$ cat src/rtl/multi_strobe_ctrl.sv
// N-channel trigger-to-strobe controller: synchroniser, live-length debouncer,
// edge qualifier and a DELAY/PULSE/HOLDOFF sequencer per channel.
module multi_strobe_ctrl #(
    parameter int CHANNELS    = 4,
    parameter int CNT_W       = 20,
    parameter int DEB_W       = 8,
    parameter int SYNC_STAGES = 2,
    parameter int ACTIVE_HIGH = 1
) (
    input  logic                clk48,
    input  logic                rst_n,
    input  logic [CHANNELS-1:0] trig_in,
    input  logic                enable,
    input  logic [1:0]          edge_mode,
    input  logic                retrig,
    input  logic [DEB_W-1:0]    deb_len,
    input  logic [CNT_W-1:0]    delay,
    input  logic [CNT_W-1:0]    width,
    input  logic [CNT_W-1:0]    holdoff,
    input  logic                miss_clr,
    output logic [CHANNELS-1:0] strobe_out,
    output logic [CHANNELS-1:0] busy,
    output logic [CHANNELS-1:0] miss
);

    localparam logic             STB_ON   = (ACTIVE_HIGH != 0) ? 1'b1 : 1'b0;
    localparam logic             STB_OFF  = ~STB_ON;
    localparam logic [CNT_W-1:0] CNT_ZERO = {CNT_W{1'b0}};
    localparam logic [CNT_W-1:0] CNT_ONE  = CNT_W'(1);
    localparam logic [DEB_W-1:0] DEB_ZERO = {DEB_W{1'b0}};
    localparam logic [DEB_W-1:0] DEB_ONE  = DEB_W'(1);

    typedef enum logic [1:0] {
        ST_IDLE  = 2'd0,
        ST_DELAY = 2'd1,
        ST_PULSE = 2'd2,
        ST_HOLD  = 2'd3
    } state_t;

    // A zero strobe width still produces a one-cycle strobe.
    function automatic logic [CNT_W-1:0] at_least_one(input logic [CNT_W-1:0] v);
        return (v == CNT_ZERO) ? CNT_ONE : v;
    endfunction

    for (genvar ch = 0; ch < CHANNELS; ch++) begin : g_ch
        logic [SYNC_STAGES-1:0] sync_r;
        logic                   s;
        logic                   d_r;
        logic                   d_q_r;
        logic [DEB_W-1:0]       deb_cnt_r;
        logic                   ev;
        logic                   miss_ev;
        state_t                 state_r;
        state_t                 state_nxt;
        logic [CNT_W-1:0]       cnt_r;
        logic [CNT_W-1:0]       cnt_nxt;
        logic [CNT_W-1:0]       width_l_r;
        logic [CNT_W-1:0]       width_l_nxt;
        logic [CNT_W-1:0]       hold_l_r;
        logic [CNT_W-1:0]       hold_l_nxt;
        logic                   strobe_r;
        logic                   busy_r;
        logic                   miss_r;

        assign s = sync_r[SYNC_STAGES-1];

        // Synchroniser, debouncer and edge-history registers.
        always_ff @(posedge clk48) begin
            if (!rst_n) begin
                sync_r    <= {SYNC_STAGES{1'b0}};
                d_r       <= 1'b0;
                d_q_r     <= 1'b0;
                deb_cnt_r <= DEB_ZERO;
            end else begin
                sync_r <= {sync_r[SYNC_STAGES-2:0], trig_in[ch]};
                d_q_r  <= d_r;
                if (s == d_r) begin
                    deb_cnt_r <= DEB_ZERO;
                end else if (deb_cnt_r >= deb_len) begin
                    d_r       <= s;
                    deb_cnt_r <= DEB_ZERO;
                end else begin
                    deb_cnt_r <= deb_cnt_r + DEB_ONE;
                end
            end
        end

        // Edge qualification of the debounced level.
        always_comb begin
            ev = 1'b0;
            case (edge_mode)
                2'b00:   ev = d_r & ~d_q_r;
                2'b01:   ev = ~d_r & d_q_r;
                2'b10:   ev = d_r ^ d_q_r;
                default: ev = 1'b0;
            endcase
        end

        // Sequencer next-state; counters stop at 1 and never wrap.
        always_comb begin
            state_nxt   = state_r;
            cnt_nxt     = cnt_r;
            width_l_nxt = width_l_r;
            hold_l_nxt  = hold_l_r;
            miss_ev     = 1'b0;
            if (!enable) begin
                state_nxt = ST_IDLE;
                cnt_nxt   = CNT_ZERO;
            end else begin
                case (state_r)
                    ST_IDLE: begin
                        if (ev) begin
                            width_l_nxt = width;
                            hold_l_nxt  = holdoff;
                            if (delay != CNT_ZERO) begin
                                state_nxt = ST_DELAY;
                                cnt_nxt   = delay;
                            end else begin
                                state_nxt = ST_PULSE;
                                cnt_nxt   = at_least_one(width);
                            end
                        end else begin
                            cnt_nxt = CNT_ZERO;
                        end
                    end
                    ST_DELAY: begin
                        miss_ev = ev;
                        if (cnt_r <= CNT_ONE) begin
                            state_nxt = ST_PULSE;
                            cnt_nxt   = at_least_one(width_l_r);
                        end else begin
                            cnt_nxt = cnt_r - CNT_ONE;
                        end
                    end
                    ST_PULSE: begin
                        if (ev && retrig) begin
                            cnt_nxt = at_least_one(width_l_r);
                        end else begin
                            miss_ev = ev;
                            if (cnt_r > CNT_ONE) begin
                                cnt_nxt = cnt_r - CNT_ONE;
                            end else if (hold_l_r != CNT_ZERO) begin
                                state_nxt = ST_HOLD;
                                cnt_nxt   = hold_l_r;
                            end else begin
                                state_nxt = ST_IDLE;
                                cnt_nxt   = CNT_ZERO;
                            end
                        end
                    end
                    ST_HOLD: begin
                        miss_ev = ev;
                        if (cnt_r <= CNT_ONE) begin
                            state_nxt = ST_IDLE;
                            cnt_nxt   = CNT_ZERO;
                        end else begin
                            cnt_nxt = cnt_r - CNT_ONE;
                        end
                    end
                    default: begin
                        state_nxt = ST_IDLE;
                        cnt_nxt   = CNT_ZERO;
                    end
                endcase
            end
        end

        // Sequencer state and registered outputs; a new miss beats miss_clr.
        always_ff @(posedge clk48) begin
            if (!rst_n) begin
                state_r   <= ST_IDLE;
                cnt_r     <= CNT_ZERO;
                width_l_r <= CNT_ZERO;
                hold_l_r  <= CNT_ZERO;
                strobe_r  <= STB_OFF;
                busy_r    <= 1'b0;
                miss_r    <= 1'b0;
            end else begin
                state_r   <= state_nxt;
                cnt_r     <= cnt_nxt;
                width_l_r <= width_l_nxt;
                hold_l_r  <= hold_l_nxt;
                strobe_r  <= (state_nxt == ST_PULSE) ? STB_ON : STB_OFF;
                busy_r    <= (state_nxt != ST_IDLE);
                if (miss_ev) begin
                    miss_r <= 1'b1;
                end else if (miss_clr) begin
                    miss_r <= 1'b0;
                end else begin
                    miss_r <= miss_r;
                end
            end
        end

        assign strobe_out[ch] = strobe_r;
        assign busy[ch]       = busy_r;
        assign miss[ch]       = miss_r;
    end

endmodule
$ cat config.mk
export PLATFORM = sky130hd
export DESIGN_NAME = multi_strobe_ctrl
export DESIGN_NICKNAME = d
export VERILOG_FILES = /design/src/rtl/multi_strobe_ctrl.sv
export SDC_FILE = /design/constraint.sdc
export NUM_CORES = 1
export LEC_CHECK = 0
export CAP_MARGIN = 20
export CORE_MARGIN = 3
export CORE_UTILIZATION = 55
export DETAILED_ROUTE_END_ITERATION = 6
export GPL_TIMING_DRIVEN = 0
export PLACE_DENSITY = 0.77
export SLEW_MARGIN = 40
export SYNTH_ARGS = -nofsm -noshare
export SYNTH_HDL_FRONTEND = slang
export SYNTH_SLANG_ARGS = --single-unit
$ cat constraint.sdc
create_clock -name clk48 -period 2.4 [get_ports clk48]
set_clock_uncertainty 0.2 [all_clocks]
set_input_delay 0.48 -clock clk48 [delete_from_list [all_inputs] [get_ports clk48]]
set_output_delay 0.48 -clock clk48 [all_outputs]
set_load 0.05 [all_outputs]
# After elaboration in Yosys (flattened, before gate mapping)
# Index checks and enable logic that the tools add are counted.
# word_totals
reg_bits,308
inputBits,79
out_inout_bits,12
word_cells,247
# op_classes
addsub,8
order_cmp,12
n_eq_ne,22
muxes,92
n_bitwise,25
reduce_logical,44
# op_table
operator,count
20-bit 2-to-1 mux,30
20-bit one-hot mux with 4 select lines,4
20-bit zero test,5
20-bit nonzero test,5
"20-bit by 1-bit > comparator with 1-bit output, second input constant",4
"20-bit by 1-bit less-or-equal comparator with 1-bit output, second input constant",4
"20-bit by 1-bit subtractor with 20-bit output, second input constant",4
2-bit 2-to-1 mux,29
"8-bit by 1-bit adder with 8-bit output, second input constant",4
8-bit >= comparator,4
2-bit one-hot mux with 4 select lines,4
"2-bit == test, second input constant",13
1-bit 2-to-1 mux,17
2-bit nonzero test,8
1-bit NOT,13
1-bit one-hot mux with 3 select lines,4
3-bit AND reduction,4
3-bit OR reduction,4
"2-bit by 1-bit == test with 1-bit output, second input constant",5
2-bit zero test,5
2-bit AND reduction,5
1-bit AND,8
1-bit one-hot mux with 2 select lines,4
2-bit OR reduction,4
other kinds (3),12

# Longest topological paths before layout
# Gate-level depths: netlist (run 1).
# depth
depth_word,9
mapped_depth,11
ltp_nobuf,8

# Worst setup path after synthesis (run 1)
# No wires, ideal clock.
# synth_timing
kind,reg-to-reg
startpoint,reg g_ch[1].d_r
endpoint,reg g_ch[1].cnt_r[15]
setup_ps,74
t_arrival_ps,2198
t_required_ps,2126
slack_ps,-72
stages_incl_launch_ff,11
path_buffers,2
period_less_slack_ps,2472
cell_sequence,dfxtp_1 > inv_1 > ha_1 > nand2b_1 > nand3_1 > and2_1 > clkbuf_1 > clkbuf_1 > nor3_1 > or4_1 > a31oi_1
# synth_between
elab_chain_len,6
elab_cells_between_ends,9
cone_classes,mux (4); bitwise (4); reduce/logical (1)
# synth_lines
element,line_no,text
start: declaration,48,logic d_r;
start signal: assignment,80,d_r <= s;
1-bit NOT,93,2'b01: ev = ~d_r & d_q_r;
1-bit AND,93,
1-bit one-hot mux with 3 select lines *,91,case (edge_mode)
1-bit logical AND,136,if (ev && retrig) begin
20-bit 2-to-1 mux,136,
20-bit one-hot mux with 4 select lines *,110,case (state_r)
end signal: assignment,180,cnt_r <= cnt_nxt;
end: declaration,55,logic [CNT_W-1:0] cnt_r;
# Every way passes the cells marked *; elsewhere a longest branch is shown, timed or not.
# A chain may end at the register's enable or synchronous reset.

# Worst setup path after layout (run 1)
# layout_timing
startpoint,reg g_ch[2].cnt_r[18]
endpoint,reg g_ch[2].cnt_r[10]
# layout_between
elab_chain_len,4
elab_cells_between_ends,7
cone_classes,order compare (2); mux (5)
# layout_lines
element,line_no,text
start: declaration,55,
start signal: assignment,180,
20-bit by 1-bit > comparator with 1-bit output,140,if (cnt_r > CNT_ONE) begin
20-bit 2-to-1 mux,140,
20-bit 2-to-1 mux,136,
20-bit one-hot mux with 4 select lines *,110,
# Marked as above.

==> impl_results.md, run 1 <==
* Status: finished with violations
* Failing checks: setup timing
* CTS Buf Count at 35
* Wire length per cell at 26.7 um
* Peak VDD IR at 561 uV
* Starting Density at 56.2%
* Commonest non-fill, non-tap cell in the layout: nand2_1
* Post-Syn Area at 17300 um2
* Crit path time final at 2.50 ns
* Initial DRC count at 2921
* Total iterations of the first detailed-routing run at 6
* Multi-input gate area at 11800 um2
* Avg Cell Area, Syn at 7.78 um2
* Max Freq at 0.401 GHz
* P_leak at 8.81 nW
* Routed wire length at 76.7 mm
* Routed vias at 19581
* First-pass GRT wire length at 109 mm
* Post-synth EDFFs at 0
* Die Span Y at 183 um
* CP Capture Type: flip-flop
* # nets final at 2584
* Startpoint types: flip-flop
* Crit path kind: reg2reg
* Hold Violations, Final at 0
* DIE AREA at 33600 um2
* Share of cells above drive strength 1 at 21.3%
* Worst-Margin Slew at 0.960 ns
* Row cnt at 64
* Critical path peak fanout at 6
* Clock root buffer: clkbuf_16
* Initial antenna violation count at 5
* Library cells used by synthesis at 85
* Synthesis-stage register bit count at 308
* Most frequent cells in the layout: nand2_1 (432), dfxtp_1 (280), a21boi_0 (149), nor2_1 (144), buf_4 (121)
* Post-synthesis sequential area ratio at 35.6%
* Clock tree sinks at 308
* Relative max-transition margin at 36.0%
* Vias in the first global route at 18050
* Final hold slack at 0.232 ns
* Syn_nets at 2356
* Power, Total at 14.5 mW
* DPL Wire Length at 52.8 mm
* Pwr/cell area at 636 nW/um2
* Fin crit share at 104%
* CTS max path bufs at 3
* Synthesis warning total at 0
* Max-cap violations at 0
* Pins Over Slew Limit at 0
* Core area at 30800 um2
* Worst R2R Path Depth at 7
* Clk pin slew, worst setup/hold paths at 0.06 ns
* Die W at 183 um
* GPL Wtd Cong at 1.06
* Cells after Synth at 2225
* Worst EP required at 2.66 ns
* Crit path DAT at 2.76 ns
* RSZ-0062 raised after global routing: yes
* CTS tree: built
* Hold depth at 1
* Via/cell ratio at 6.80
* Hold buffer count at CTS at 0
* FF/Latch Area at 6230 um2
* Area Growth Syn to Fin at 31.6%
* Min-Delay Path Class: reg2reg
* Final worst slack at -0.0965 ns
* Final routed DRC violation total at 0
* Final setup violation count at 21
* Clk_lat worst skew at 0.55 ns
* Async SR Flop Fraction at 0%
* H-Tree Depth at 2
* Gr ovfl total at 0
* Top_reg_cell synth: dfxtp_1
* # fillers at 2349
* GRT Total Usage at 42.6%
* DRT antenna net count at 0
* I/O Pins at 91
* PortBufs at 89
* Pin count of the biggest net entering global routing at 14
[layer usage]
layer,vias to the layer above,GRT usage [%],routed length (um)
li1,8447,-,-
met1,9050,54.1,27400
met2,1613,63.3,31900
met3,469,11.7,11100
met4,2,28.9,6380
met5,-,0,13
[timing repair]
item                       4_1_cts  5_1_grt
setup endpoints to repair      266      277
cloned                           1        5
buffers inserted                59       52
pin swaps                       42      100
resized for setup              289      279
[power by group]
group	internal (mW)	leakage, nW	switching, mW
Combinational	1.45	5.72	1.99
Clock	3.37	0.579	2.31
Sequential	5.21	2.51	0.149
[stage by stage]
stage          util [%]  cells  worst slack, ns  TNS, ns  area, um2
4_1_cts            69.3   2823          -0.0922   -0.468      21400
5_1_grt            73.9   2876           -0.133    -2.74      22800
6_report           73.9   2878          -0.0965   -0.648      22800
2_1_floorplan         -   2225          0.00445        0      17300
3_5_place_dp       61.1   2711            -1.33  -273.13      18800
3_3_place_gp       60.7   2710            -1.49  -277.99      18700
[state kept, by name (all words and copies together) (netlist names)]
name / flops
g_ch.d_q_r: 4
g_ch.strobe_r: 4
g_ch.miss_r: 4
g_ch.state_r: 8
g_ch.busy_r: 4
g_ch.width_l_r: 80
g_ch.deb_cnt_r: 32
g_ch.hold_l_r: 80
g_ch.d_r: 4
g_ch.sync_r: 8
g_ch.cnt_r: 80
[logic make-up (layout without fill, tap and decap cells)]
| family | Yosys count | after routing | synth area share (%) |
|---|---|---|---|
| and+or+nand+nor | 974 | 974 | 26.9 |
| other | 0 | 2 | 0 |
| adders and majority gates | 52 | 52 | 3.76 |
| AOI/OAI and AO/OA | 588 | 588 | 23.6 |
| muxes | 13 | 13 | 0.752 |
| xor gates and xnor gates | 91 | 91 | 4.60 |
| buffers and inverters | 199 | 454 | 4.73 |
| DFF | 308 | 308 | 35.6 |
[area by class of cell]
class                      count  share of cell area [%]
multi-input combinational   1718                    51.6
sequential                   308                    27.3
timing repair buffer         205                    8.60
clock buffer                  45                    4.18
buffer                       127                    4.05
tap                          396                    2.17
clock inverter                19                    1.06
inverter                      58                   0.956
antenna                        2                  0.0220
[worst max-delay path, cell delays in order (launching register included)]
cell and delay, ns:
dfxtp_2 0.32, or4_4 0.55, or3_4 0.38, nor2_4 0.21, buf_6 0.19, nor2_2 0.05
a2111o_1 0.39, a21oi_2 0.13
[Yosys cell counts (all sizes together) (49+ instances only)]
library cell,count,area (um2)
dfxtp,308,6170
xor2,49,429
nor2,164,631
nor4,77,546
a21oi,93,465
nand2,444,1670
a21boi,163,1220
ha,52,651
nand3,64,320
clkbuf,111,417
inv,57,214
nor3,61,357
a31oi,66,413
[final timing paths]
path / slack [ns] / startpoint / endpoint
setup / recovery: -0.1 / g_ch[2].cnt_r[18] / g_ch[2].cnt_r[10]
hold / removal: 0.23 / g_ch[3].sync_r[0] / g_ch[3].sync_r[1]
setup reg to reg: -0.1 / g_ch[2].cnt_r[18] / g_ch[2].cnt_r[10]
hold reg to reg: 0.23 / g_ch[3].sync_r[0] / g_ch[3].sync_r[1]
Power figures use the tool's default switching activity.
==> run 2: changes to the inputs <==
--- a/config.mk
+++ b/config.mk
@@ -9,7 +9,7 @@
 export CORE_MARGIN = 3
 export CORE_UTILIZATION = 55
 export DETAILED_ROUTE_END_ITERATION = 6
-export GPL_TIMING_DRIVEN = 0
+export GPL_TIMING_DRIVEN = 1
 export PLACE_DENSITY = 0.77
 export SLEW_MARGIN = 40
 export SYNTH_ARGS = -nofsm -noshare
==> run 2 against run 1 <==
Largest power group unchanged. Critical path type is now in2reg. Setup slack improved by 0.10 ns. Global-route usage shrank 1.4 points. Maximum frequency grew 4.2%. Sequential share of layout area down 0.28 points. First-iteration DRC count fell by 9.1%. Critical path depth unchanged. Core utilization rose by 0.30 points. Die area did not move. Sequential power about the same. Count of clock-buffer cells in the layout is 2 higher. Final area up 0.41%. The run ends with DRC left.
==> impl_results.md, run 2 (synthesis results as in run 1) <==
* Final hold slack at 0.172 ns (-0.0603 ns)
* Worst EP required at 2.65 ns (about the same)
* Clock tree sinks at 308 (unchanged)
* Clock root buffer: clkbuf_16
* DIE AREA at 33600 um2 (unchanged)
* Startpoint types: input port
* CTS tree: built
* Crit path DAT at 2.64 ns (-0.12 ns)
* Hold Violations, Final at 0 (unchanged)
* Hold buffer count at CTS at 0 (unchanged)
* Routed wire length at 72.1 mm (-6.0%)
* Peak VDD IR at 547 uV (-2.5%)
* PortBufs at 90 (+1.1%)
* Via/cell ratio at 6.52 (-4.2%)
* Clock share of power at 40.5% (+1.3 points)
* Row cnt at 64 (unchanged)
* Post-Place Cell Area at 20800 um2 (+11%)
* CTS Buf Count at 36 (+2.9%)
* P_leak at 9.13 nW (+3.7%)
* Final routed DRC violation total at 1 (+1)
* Clk_lat worst skew at 0.53 ns (-0.02 ns)
* Clk pin slew, worst setup/hold paths at 0.06 ns (about the same)
* DPL Wire Length at 52.8 mm (-0.14%)
* Die Span Y at 183 um (unchanged)
* Relative max-transition margin at 58.4% (+22 points)
* H-Tree Depth at 2 (unchanged)
* Wire length per cell at 24.2 um (-9.4%)
* Crit path time final at 2.40 ns (-0.101 ns)
* I/O Pins at 91 (unchanged)
* Core area at 30800 um2 (unchanged)
* Pwr/cell area at 627 nW/um2 (-1.4%)
* Placed insts at 2895 (+6.8%)
* Sum Neg Setup Slack at 0 ns (+0.648 ns)
* Psw at 4.24 mW (-4.9%)
* Commonest non-fill, non-tap cell in the layout: nand2_1
* Biggest regs: g_ch.cnt_r (80), g_ch.hold_l_r (80), g_ch.width_l_r (80)
* Initial antenna violation count at 1 (-4)
* Pin count of the biggest net entering global routing at 88 (+74)
* Final setup violation count at 0 (-100%)
* CTS max path bufs at 3 (unchanged)
* Fin crit share at 99.8% (-4.2 points)
* Non-filler instance count after layout at 2985 (+3.7%)
* Failing checks: DRC
* Comb pwr share at 22.2% (-1.6 points)
* Total iterations of the first detailed-routing run at 7 (+1)
* Critical path peak fanout at 4 (-2)
* Vias in the first global route at 18178 (+0.71%)
* Power, Total at 14.3 mW (-1.0%)
* Flop pwr share at 37.3% (+0.3 points)
* Routed vias at 19455 (-0.64%)
* Worst-Margin Slew at 0.622 ns (-0.338 ns)
* Starting Density at 56.2% (unchanged)
* Crit path kind: in2reg
* First-pass GRT wire length at 108 mm (-1.3%)
* GRT Total Usage at 41.2% (-1.4 points)
* Pins Over Slew Limit at 0 (unchanged)
* Switching share of power at 29.6% (-1.2 points)
* Most frequent cells in the layout: nand2_1 (437), buf_4 (312), dfxtp_1 (291), a21boi_0 (156), nor2_1 (150)
* CP Capture Type: flip-flop
* GPL Wtd Cong at 1.03 (-3.0%)
* Initial DRC count at 2656 (-9.1%)
* Gr ovfl total at 0 (unchanged)
* Design area at 22900 um2 (+0.41%)
* DRT antenna net count at 0 (unchanged)
* Max Freq at 0.417 GHz (+4.2%)
* Share of cells above drive strength 1 at 21.4% (+0.20 points)
* Min-Delay Path Class: in2reg
* P_int at 10.1 mW (+0.70%)
* RSZ-0062 raised after global routing: yes
* # fillers at 2413 (+2.7%)
* Area Growth Syn to Fin at 32.1%
* Status: finished with violations
* Die W at 183 um (unchanged)
* Max-cap violations at 0 (unchanged)
* # nets final at 2693 (+4.2%)
-- run 2: changes by cell type in the layout (fill, tap and decap cells not counted), sizes merged --
cell           delta
buf             +182
clkbuf           -74
clkdlybuf4s50    +25
dlygate4sd2      -16
dlymetal6s2s      -8
inv               -3
bufinv            -1
clkdlybuf4s15     -1
clkinv            +1
clkinvlp          +1
diode             -1
nor2              +1
o41a              +1
-- run 2: routing by layer --
layer	global-route usage [%]	share of wire [%]
met1	56.3	39
met2	60.8	41
met3	8.63	12
met4	23.1	7.5
met5	0	0.011
-- run 2: power groups by stage --
stage | logic (mW) | registers (mW) | clock network [mW]
final | 3.18 | 5.35 | 5.81
after global routing | 3.36 | 5.36 | 6.01
after CTS | 2.92 | 5.34 | 5.79
after detailed placement | 2.85 | 5.45 | 0
after global placement | 2.82 | 5.45 | 0
after floorplan | 1.56 | 5.40 | 0
-- run 2: area by class of cell --
type                            count  area [um2]  area share, %
Clock buffer                       47        1030           4.52
Inverter                           58         218          0.952
Multi-Input combinational cell   1720       10900           47.5
Antenna cell                        1        2.50         0.0109
Sequential cell                   308        6190           27.1
Timing Repair Buffer              438        3860           16.9
Clock inverter                     17         205          0.897
Tap cell                          396         495           2.17
-- run 2: per-stage QoR --
stage | util (%) | setup slack (ns)
after floorplan | - | 0.00445
after global placement | 67.5 | -0.689
after detailed placement | 67.5 | -0.663
after CTS | 72.1 | -0.00398
after global routing | 74.2 | -0.112
final | 74.2 | 0.00452
-- run 2: repair_timing --
item	in CTS	in global routing
setup buffers	5	16
gates resized for setup	28	128
endpoints found under the setup margin	99	207
pin swaps	6	43
gates cloned	1	4
-- run 2: final timing paths --
kind                     startpoint              endpoint  slack, ns  cells past startpoint
hold / removal                rst_n  g_ch[0].hold_l_r[10]       0.17                      2
setup / recovery           delay[4]      g_ch[1].strobe_r      0.005                      7
hold reg to reg   g_ch[3].sync_r[0]     g_ch[3].sync_r[1]       0.23                      1
setup reg to reg        g_ch[3].d_r   g_ch[3].hold_l_r[2]       0.03                     10
-- run 2: critical path, cell delays in order --
cell and delay (ns):
clkdlybuf4s50_1 0.49, nor4_4 0.33, and4_4 0.30, nand2_1 0.23, and3_1 0.30, or3_1 0.35, a31oi_1 0.16
